File: src/rtl/led_ctrl_pkg.sv
// Shared constants and types for the LED arbiter.
package led_ctrl_pkg;

  localparam int LED_W           = 16;
  localparam int DEF_HOLD_CYCLES = 50_000_000;
  localparam int DEF_HB_WIDTH    = 27;

  typedef enum logic [0:0] {
    IDLE = 1'b0,
    OWN  = 1'b1
  } arb_state_e;

  // Width of a counter that must reach n-1; never narrower than one bit.
  function automatic int cnt_width(input int n);
    return (n > 1) ? $clog2(n) : 1;
  endfunction

endpackage

File: src/rtl/led_arbiter_if.sv
// Bundle between the status producers and the LED arbiter.
interface led_arbiter_if #(
  parameter int NUM_REQ = 4
);

  logic [NUM_REQ-1:0]                     req;
  logic [NUM_REQ*led_ctrl_pkg::LED_W-1:0] req_pattern;
  logic [NUM_REQ-1:0]                     grant;
  logic [led_ctrl_pkg::LED_W-1:0]         led;
  logic                                   busy;

  // Producer side: raises requests, watches the grant.
  modport master (
    output req, req_pattern,
    input  grant, led, busy
  );

  // Arbiter side.
  modport slave (
    input  req, req_pattern,
    output grant, led, busy
  );

endinterface

File: src/rtl/led_rr_pick.sv
// Combinational round-robin picker: first set bit of req at or above start,
// wrapping modulo NUM_REQ (valid for non-power-of-two counts).
module led_rr_pick #(
  parameter  int NUM_REQ = 4,
  localparam int PTR_W   = $clog2(NUM_REQ)
) (
  input  logic [NUM_REQ-1:0] req,
  input  logic [PTR_W-1:0]   start,
  output logic               valid,
  output logic [PTR_W-1:0]   winner
);

  logic [PTR_W:0]   sum;
  logic [PTR_W-1:0] idx;

  // Scan from the farthest offset down so the nearest requester wins last.
  always_comb begin
    valid  = 1'b0;
    winner = '0;
    sum    = '0;
    idx    = '0;
    for (int k = NUM_REQ - 1; k >= 0; k--) begin
      sum = {1'b0, start} + (PTR_W + 1)'(k);
      if (sum >= (PTR_W + 1)'(NUM_REQ)) begin
        sum = sum - (PTR_W + 1)'(NUM_REQ);
      end
      idx = sum[PTR_W-1:0];
      if (req[idx]) begin
        valid  = 1'b1;
        winner = idx;
      end
    end
  end

endmodule

File: src/rtl/led_arbiter.sv
// Round-robin owner of the 16-LED bank with a minimum display time per owner.
// Optional idle heartbeat on led[0] when LED_ARB_HEARTBEAT_EN is defined.
module led_arbiter
  import led_ctrl_pkg::*;
#(
  parameter int NUM_REQ     = 4,
  parameter int HOLD_CYCLES = DEF_HOLD_CYCLES,
  parameter int HB_WIDTH    = DEF_HB_WIDTH
) (
  input  logic          clk,
  input  logic          rst_n,
  led_arbiter_if.slave  bus
);

  localparam int PTR_W = $clog2(NUM_REQ);
  localparam int CNT_W = cnt_width(HOLD_CYCLES);
  localparam logic [CNT_W-1:0] CNT_MAX = CNT_W'(HOLD_CYCLES - 1);

  arb_state_e         state_q, state_d;
  logic [NUM_REQ-1:0] grant_q, grant_d;
  logic [LED_W-1:0]   led_q, led_d;
  logic               busy_q, busy_d;
  logic [PTR_W-1:0]   ptr_q, ptr_d;
  logic [PTR_W-1:0]   owner_q, owner_d;
  logic [CNT_W-1:0]   hold_q, hold_d;
  // Low for the first edge after reset release so no grant lands on it.
  logic               arm_q;

  logic [LED_W-1:0]   pat [NUM_REQ];
  logic [LED_W-1:0]   idle_led;
  logic [NUM_REQ-1:0] pick_req;
  logic [PTR_W-1:0]   pick_start;
  logic               pick_valid;
  logic [PTR_W-1:0]   pick_winner;

  function automatic logic [PTR_W-1:0] inc_wrap(input logic [PTR_W-1:0] v);
    return (v == PTR_W'(NUM_REQ - 1)) ? '0 : v + 1'b1;
  endfunction

  // Unflatten the pattern bus into one word per requester.
  for (genvar gi = 0; gi < NUM_REQ; gi++) begin : g_pat
    assign pat[gi] = bus.req_pattern[gi*LED_W +: LED_W];
  end

`ifdef LED_ARB_HEARTBEAT_EN
  logic [HB_WIDTH-1:0] hb_q;

  // Free-running heartbeat counter, independent of arbitration state.
  always_ff @(posedge clk or negedge rst_n) begin
    if (!rst_n) hb_q <= '0;
    else        hb_q <= hb_q + 1'b1;
  end

  assign idle_led = {{(LED_W-1){1'b0}}, hb_q[HB_WIDTH-1]};
`else
  assign idle_led = '0;
`endif

  // One picker serves both cases: from the pointer in IDLE, and from the
  // slot after the current owner (owner excluded) at expiry.
  assign pick_start = (state_q == IDLE) ? ptr_q : inc_wrap(owner_q);
  assign pick_req   = (state_q == IDLE) ? bus.req : (bus.req & ~grant_q);

  led_rr_pick #(.NUM_REQ(NUM_REQ)) u_pick (
    .req    (pick_req),
    .start  (pick_start),
    .valid  (pick_valid),
    .winner (pick_winner)
  );

  // Next-state logic for ownership, hold timer and displayed pattern.
  always_comb begin
    state_d = state_q;
    grant_d = grant_q;
    led_d   = led_q;
    busy_d  = busy_q;
    ptr_d   = ptr_q;
    owner_d = owner_q;
    hold_d  = hold_q;
    case (state_q)
      IDLE: begin
        led_d = idle_led;
        if (arm_q && pick_valid) begin
          state_d = OWN;
          owner_d = pick_winner;
          grant_d = NUM_REQ'(1) << pick_winner;
          hold_d  = '0;
          led_d   = pat[pick_winner];
          busy_d  = 1'b1;
        end
      end
      OWN: begin
        if (hold_q != CNT_MAX) begin
          hold_d = hold_q + 1'b1;
          if (bus.req[owner_q]) led_d = pat[owner_q];
        end else if (pick_valid) begin
          owner_d = pick_winner;
          grant_d = NUM_REQ'(1) << pick_winner;
          hold_d  = '0;
          led_d   = pat[pick_winner];
          ptr_d   = inc_wrap(pick_winner);
        end else if (bus.req[owner_q]) begin
          // Sole requester keeps the LEDs with the timer parked at expiry.
          led_d = pat[owner_q];
        end else begin
          state_d = IDLE;
          grant_d = '0;
          busy_d  = 1'b0;
          ptr_d   = inc_wrap(owner_q);
          led_d   = idle_led;
        end
      end
      default: begin
        state_d = IDLE;
        grant_d = '0;
        busy_d  = 1'b0;
        led_d   = '0;
      end
    endcase
  end

  // State registers; reset clears outputs immediately.
  always_ff @(posedge clk or negedge rst_n) begin
    if (!rst_n) begin
      state_q <= IDLE;
      grant_q <= '0;
      led_q   <= '0;
      busy_q  <= 1'b0;
      ptr_q   <= '0;
      owner_q <= '0;
      hold_q  <= '0;
      arm_q   <= 1'b0;
    end else begin
      state_q <= state_d;
      grant_q <= grant_d;
      led_q   <= led_d;
      busy_q  <= busy_d;
      ptr_q   <= ptr_d;
      owner_q <= owner_d;
      hold_q  <= hold_d;
      arm_q   <= 1'b1;
    end
  end

  assign bus.grant = grant_q;
  assign bus.led   = led_q;
  assign bus.busy  = busy_q;

endmodule

File: src/flat_wrapper.sv
// flat-port wrapper written by rule: the top's interface ports become plain ports
module led_arbiter_flat import led_ctrl_pkg::*;
#(
  parameter int NUM_REQ     = 4,
  parameter int HOLD_CYCLES = DEF_HOLD_CYCLES,
  parameter int HB_WIDTH    = DEF_HB_WIDTH
)
  (clk, rst_n, bus_req, bus_req_pattern, bus_grant, bus_led, bus_busy);
  led_arbiter_if #(.NUM_REQ(NUM_REQ)) bus_i ();
  input  logic clk;
  input  logic rst_n;
  input wire logic [$bits(bus_i.req)-1:0] bus_req;
  input wire logic [$bits(bus_i.req_pattern)-1:0] bus_req_pattern;
  output wire logic [$bits(bus_i.grant)-1:0] bus_grant;
  output wire logic [$bits(bus_i.led)-1:0] bus_led;
  output wire logic [$bits(bus_i.busy)-1:0] bus_busy;
  assign bus_i.req = bus_req;
  assign bus_i.req_pattern = bus_req_pattern;
  assign bus_grant = bus_i.grant;
  assign bus_led = bus_i.led;
  assign bus_busy = bus_i.busy;
  led_arbiter #(.NUM_REQ(NUM_REQ), .HOLD_CYCLES(HOLD_CYCLES), .HB_WIDTH(HB_WIDTH)) u_core (.clk(clk), .rst_n(rst_n), .bus(bus_i));
endmodule
File: config.mk
export PLATFORM = sky130hd
export DESIGN_NAME = led_arbiter_flat
export DESIGN_NICKNAME = d
export VERILOG_FILES = /design/src/rtl/led_ctrl_pkg.sv /design/src/rtl/led_arbiter_if.sv /design/src/rtl/led_rr_pick.sv /design/src/rtl/led_arbiter.sv /design/src/flat_wrapper.sv
export SDC_FILE = /design/constraint.sdc
export NUM_CORES = 1
export LEC_CHECK = 0
export CAP_MARGIN = 40
export CORE_ASPECT_RATIO = 0.9
export CORE_UTILIZATION = 55
export CTS_CLUSTER_DIAMETER = 60
export DETAILED_ROUTE_END_ITERATION = 6
export GPL_TIMING_DRIVEN = 0
export PLACE_DENSITY = 0.95
export SYNTH_ARGS = -nofsm -noshare
export SYNTH_HDL_FRONTEND = slang
export SYNTH_SLANG_ARGS = --single-unit
File: constraint.sdc
create_clock -name clk -period 5.1 [get_ports clk]
set_input_delay 1.53 -clock clk [delete_from_list [all_inputs] [get_ports clk]]
set_output_delay 1.53 -clock clk [all_outputs]
set_load 0.02 [all_outputs]
==> impl_metrics.csv, run 1 <==
group,metric,value,unit
outcome,status,"finished, final reports clean",
finish,antennaDiodeCount,0,
setup_path,critPathKind,"in2reg",
grt,grt_max_degree,30,
setup_path,cp_max_fo,10,
placement,hpwlAfterDp,9.65,mm
power,ir_worst_vdd,0.0962,mV
route,vias,4516,
grt,antenna_found_initial,0,
route,wl_per_cell,21.5,um
grt,grt_pass1_vias,4254,
finish,seq_area,1330,um^2
die,design.core.area,7040,um^2
synth,avgSynthCellArea,9.42,um^2
die,die_area,7570,um^2
clocking,clk_latency,0.31,ns
synth,syn_inst,422,
finish,nFillCells,510,
timing,relSlewSlack,41.3,%
clocking,clock_path_buffers,2,
clocking,ctsHoldBuffers,0,
synth,async_flop_share,100,%
timing,tightest_slew,0.880,ns
timing,setup_tns,0,ns
min_path,hold_path.class,"reg2reg",
die,die-width,91.6,um
die,die_h,82.7,um
route,drc_errors,0,
clocking,cts_resized,0,
die,start_util,56.5,%
power,p_sw_share,29.6,%
timing,min_period,3.79,ns
timing,hold_violations,0,
synth,yosysTopAreaCell,"dfrtp_1",
finish,fin_util,72.4,%
synth,yosysWarnings,0,
synth,ys_ff_latch,53,
power,p_leak,1.89,nW
setup_path,worst-path-buf-inv,2,
finish,nets,596,
setup_path,cp_top_family,"buffers and inverters",
power,intPower,0.643,mW
synth,syn_nets,498,
power,powerDensity,179,nW/um^2
synth,ys.flop_type,"dfrtp_1",
synth,yosysTopAreaCellShare,33.4,%
flow_run,cap_violations,0,
die,row_count,29,
route,ant_nets,0,
synth,yosysUniqueCellTypes,60,
setup_path,crit_path_end_kind,"flop",
setup_path,cp.required,5.29,ns
grt,track_usage,34.5,%
clocking,cts_setup_buffers,0,
timing,maxSlewViolCount,0,
synth,synth_edf_count,0,
finish,drive_above_1_share,10.4,%
timing,rsz0062_at_grt,"false",
timing,final.setup_skew,0.00694,ns
clocking,htreeDepth,2,
clocking,cts_buffers,5,
grt,grt_pass1_wl,20.4,mm
grt,gr-total-overflow,0,
clocking,cts_sinks,53,
timing,post-route-period-util,74.3,%
setup_path,crit_arrival,3.98,ns
route,wirelength,13.2,mm
route,dr.pass1.iters,6,
setup_path,cpMaxStageDelayCell,"mux4_1",
synth,ys_seq_area_share,33.4,%
finish,multi_input_area,2460,um^2
route,via_per_inst,7.36,
timing,finalSetupViolCount,0,
clocking,cts_root_buffer,"clkbuf_8",
setup_path,cp_cell_sequence,"clkdlybuf4s50_1, mux4_1, nor2_1, clkbuf_1, a32oi_1, o32ai_1",
synth,synth.area.top_cells,"dfrtp_1 (33%), mux4_2 (9.1%), a211oi_1 (5.7%), a21boi_0 (5.3%), o21ai_0 (4.2%)",
timing,clock.fmax,264,MHz
die,ios,91,
setup_path,cpPeakStageDelay,0.68,ns
power,p_seq_share,48.2,%
finish,syn_to_final_growth,28.1,%
power,power_switching,0.270,mW
power,power_frac_clock,27.4,%
power,comb_power_share,24.4,%
placement,numPortBuffers,90,
synth,synth.cell_area,3980,um^2
setup_path,crit_path_start_kind,"input pin",
placement,gp_congestion,1.02,
clocking,clk_pin_slew,0.10,ns
route,drt_iter0_markers,472,
clocking,cts_tree,"yes",
## logic make-up (layout without fill, tap and decap cells)
kind of cell,Yosys count,after routing,synth area share [%]
buffers and inverters,41,140,4.72
AOI/OAI and AO/OA,181,181,33.0
muxes,21,21,10.7
DFF,53,53,33.4
and+or+nand+nor,118,118,16.0
adders and majority gates,6,6,1.89
other,1,1,0.0943
xor gates and xnor gates,1,1,0.220
## tightest hold or removal path, cell delays in order, from the launching register on
cell     delay, ns
dfrtp_1       0.36
nand2_1       0.05
o21ai_0       0.06
## routing by layer
layer / track usage [%] / routed length (um) / share of wire (%) / vias up
li1: - / - / - / 1903
met1: 44.7 / 4910 / 37 / 2146
met2: 55.9 / 6260 / 47 / 395
met3: 7.33 / 1540 / 12 / 72
met4: 16.3 / 490 / 3.7 / 0
met5: 0 / 0 / 0 / -
## path summary, 6_finish.rpt
path | end | startpoint | cells after the start | slack [ns]
worst max-delay path | u_core.bus.led[7] | bus_req[0] | 6 | 1.31
worst min-delay path | u_core.ptr_q[0] | u_core.ptr_q[0] | 2 | 0.50
worst max register to register | u_core.bus.led[10] | u_core.owner_q[0] | 9 | 2.31
worst min register to register | u_core.ptr_q[0] | u_core.ptr_q[0] | 2 | 0.50
max in group asynchronous | u_core.hold_q[1] | rst_n | 2 | 3.25
min in group asynchronous | u_core.bus.led[10] | rst_n | 1 | 1.26
## synthesized netlist by cell type (all sizes together), types with 4 or more instances
cell / instances
a21oi: 14
o221a: 4
a211oi: 30
or4: 5
nand2: 32
o21ai: 33
o31ai: 16
dfrtp: 53
nor3: 4
and2: 4
mux2i: 4
and3: 7
or3: 4
nand4: 4
nand2b: 4
inv: 6
nand3: 19
a32oi: 14
and4: 4
nor2: 14
o32ai: 14
mux4: 17
clkbuf: 16
buf: 19
nor2b: 4
ha: 6
a31oi: 9
a21boi: 29
## cell type report
cell class,instances,share of cell area [%]
multi-input combinational,328,48.3
sequential,53,26.0
timing repair buffer,91,18.0
buffer,35,3.24
tap,93,2.28
clock buffer,6,1.42
inverter,6,0.442
clock inverter,2,0.270
## state kept, by name (all words and copies together), names as in the netlist
signal	flops
u_core.arm_q	1
u_core.bus.busy	1
u_core.bus.grant	4
u_core.bus.led	16
u_core.hold_q	26
u_core.owner_q	2
u_core.ptr_q	2
u_core.state_q	1
## power groups by stage
stage	Sequential, mW	Clock, mW	Combinational [mW]
finish	0.440	0.251	0.222
global route	0.441	0.265	0.235
CTS	0.440	0.249	0.217
detailed placement	0.448	0	0.216
global placement	0.448	0	0.206
floorplan	0.461	0	0.0816
## through the flow
stage	instance area, um^2	power [mW]	hold WS (ns)	setup slack, ns	cells
floorplan	3980	0.542	0.442	1.96	422
global placement	4990	0.654	0.462	0.853	605
detailed placement	5010	0.664	0.483	1.05	606
CTS	5090	0.905	0.505	1.37	614
global route	5090	0.941	0.544	1.16	614
finish	5090	0.913	0.501	1.31	614
## layout by cell type, fill, tap and decap left out, types with 16 or more instances in the layout
cell             count
clkdlybuf4s50_1     89
nand2_1             32
nand3_1             19
a211oi_1            30
mux4_2              16
dfrtp_1             53
o31ai_1             16
o21ai_0             33
a21boi_0            28
clkbuf_1            17
(Power assumes the default switching activity.)
==> inputs of run 2 (changes only) <==
--- a/config.mk
+++ b/config.mk
@@ -7,11 +7,11 @@
 export LEC_CHECK = 0
 export CAP_MARGIN = 40
 export CORE_ASPECT_RATIO = 0.9
-export CORE_UTILIZATION = 55
+export CORE_UTILIZATION = 46
 export CTS_CLUSTER_DIAMETER = 60
 export DETAILED_ROUTE_END_ITERATION = 6
 export GPL_TIMING_DRIVEN = 0
-export PLACE_DENSITY = 0.95
+export PLACE_DENSITY = 0.87
 export SYNTH_ARGS = -nofsm -noshare
 export SYNTH_HDL_FRONTEND = slang
 export SYNTH_SLANG_ARGS = --single-unit
==> constraint.sdc (replaced) <==
create_clock -name clk -period 3.2 [get_ports clk]
set_input_delay 0.96 -clock clk [delete_from_list [all_inputs] [get_ports clk]]
set_output_delay 0.96 -clock clk [all_outputs]
set_load 0.02 [all_outputs]
==> impl_metrics.csv, run 2 (synthesis gave the netlist of run 1 again) <==
group,metric,value,unit
outcome,status,"finished, final reports clean",
setup_path,cp_cell_sequence,"clkdlybuf4s50_1, mux4_1, nor2_1, buf_1, a32oi_1, o32ai_1",
placement,pre_cts_ws,-0.347,ns
route,ant_nets,0,
finish,drive_above_1_share,10.8,%
route,m1WireLength,5.57,mm
min_path,hold_path.class,"reg2reg",
finish,final_common_cell,"clkdlybuf4s50_1",
grt,gr-total-overflow,0,
power,ir_worst_vdd,0.173,mV
finish,final_cells,635,
power,power_switching,0.433,mW
power,powerDensity,298,nW/um^2
timing,min_period,3.08,ns
timing,rsz0062_at_grt,"false",
timing,hold_violations,0,
route,route.met3.wl,1.03,mm
grt,antenna_found_initial,0,
placement,dp.cells,628,
timing,fin_ws,0.120,ns
placement,hpwlAfterDp,9.59,mm
finish,largest_reg_flops,26,
route,routed.top_layer,"met4",
timing,final.setup_skew,0.00908,ns
clocking,cts_buffers,5,
finish,multi_input_area,2470,um^2
grt,grt_pass1_wl,20.9,mm
route,via_per_inst,6.72,
route,vias,4265,
clocking,cts_root_buffer,"clkbuf_8",
setup_path,worstRegToRegCells,10,
finish,antennaDiodeCount,0,
power,power_frac_clock,31.5,%
die,die_h,90.2,um
setup_path,r2r_start,"u_core.owner_q[1]",
finish,max_flop_register,"u_core.hold_q",
setup_path,crit_path_start_kind,"input pin",
timing,maxSlewViolCount,0,
finish,final_area,5150,um^2
die,ios,91,
finish,layout_common_cells,"clkdlybuf4s50_1 (89), dfrtp_1 (53), o21ai_0 (33)",
min_path,hp-start,"u_core.ptr_q[0]",
route,drt_iter0_markers,418,
timing,tightest_slew,0.816,ns
setup_path,cpPeakStageDelay,0.66,ns
power,comb_power_share,22.9,%
clocking,cts_tree,"yes",
timing,finalSetupViolCount,0,
grt,grt_pass1_vias,4192,
clocking,clock_path_buffers,2,
placement,numPortBuffers,90,
route,wl_met2,6.12,mm
setup_path,cpMaxStageDelayCell,"mux4_1",
power,intPower,1.10,mW
clocking,cts_sinks,53,
min_path,min_path_cells,2,
finish,nFillCells,691,
flow_run,cap_violations,0,
die,design.core.area,8220,um^2
route,drc_errors,0,
route,wl_per_cell,20.5,um
timing,clock.fmax,325,MHz
route,wirelength,13.0,mm
clocking,clk_pin_slew,0.10,ns
finish,syn_to_final_growth,29.5,%
die,die_area,9020,um^2
timing,setup_tns,0,ns
timing,relSlewSlack,45.6,%
power,p_leak,1.90,nW
power,p_seq_share,45.7,%
die,row_count,31,
finish,nets,595,
grt,track_usage,29.4,%
clocking,clk_latency,0.33,ns
setup_path,crit_arrival,3.31,ns
setup_path,crit_path_end_kind,"flop",
clocking,htreeDepth,2,
die,die-width,100,um
setup_path,crit_start,"bus_req[0]",
route,dr.pass1.iters,7,
finish,seq_area,1330,um^2
setup_path,critPathKind,"in2reg",
clocking,cts_setup_buffers,0,
die,start_util,48.4,%
placement,gp_congestion,0.944,
timing,hold_ws,0.500,ns
timing,post-route-period-util,96.2,%
placement,placed_area,5040,um^2
setup_path,cp.required,3.43,ns
grt,grt_max_degree,37,
power,p_sw_share,28.2,%
setup_path,cp_max_fo,10,
-- run 2: path summary, 6_finish.rpt --
check,to,slack (ns)
setup / recovery,u_core.bus.led[13],0.12
hold / removal,u_core.ptr_q[0],0.50
setup reg to reg,u_core.ptr_q[0],0.34
hold reg to reg,u_core.ptr_q[0],0.50
max in group asynchronous,u_core.bus.led[10],2.06
min in group asynchronous,u_core.owner_q[1],0.58
-- run 2: stage by stage --
step,util (%),total power [mW]
2_1_floorplan,-,0.864
3_3_place_gp,61.1,1.05
3_5_place_dp,61.2,1.06
4_1_cts,62.7,1.53
5_1_grt,62.6,1.58
6_report,62.6,1.54
-- run 2: layout make-up --
cell class / count / area share, %
Tap cell: 115 / 2.79
Clock buffer: 6 / 1.41
Buffer: 34 / 3.13
Clock inverter: 2 / 0.753
Multi-Input combinational cell: 328 / 47.9
Inverter: 6 / 0.437
Timing Repair Buffer: 91 / 17.8
Sequential cell: 53 / 25.7
-- run 2: repair_timing --
| item | 4_1_cts | 5_1_grt |
|---|---|---|
| endpoints found under the setup margin | 1 | 7 |
| resized for setup | 1 | 2 |
| pin swaps | 0 | 0 |
| hold buffers | 0 | 0 |
-- run 2: per-layer routing --
layer  track usage [%]  up-vias
li1                  -     1894
met1              42.2     2069
met2              44.5      269
met3              4.90       33
met4              10.7        0
met5                 0        -
-- run 2: power by group through the flow --
stage / registers, mW / clock network (mW) / logic, mW
2_1_floorplan: 0.734 / 0 / 0.130
3_3_place_gp: 0.713 / 0 / 0.332
3_5_place_dp: 0.714 / 0 / 0.343
4_1_cts: 0.700 / 0.486 / 0.345
5_1_grt: 0.702 / 0.509 / 0.373
6_report: 0.701 / 0.483 / 0.351
-- run 2: worst max-delay path, delay by kind of cell --
kind,cells,cell delay (ns)
AND/OR/NAND/NOR,1,0.39
AO/OA/AOI/OAI,2,0.29
buffers and inverters,2,1.00
multiplexers,1,0.66
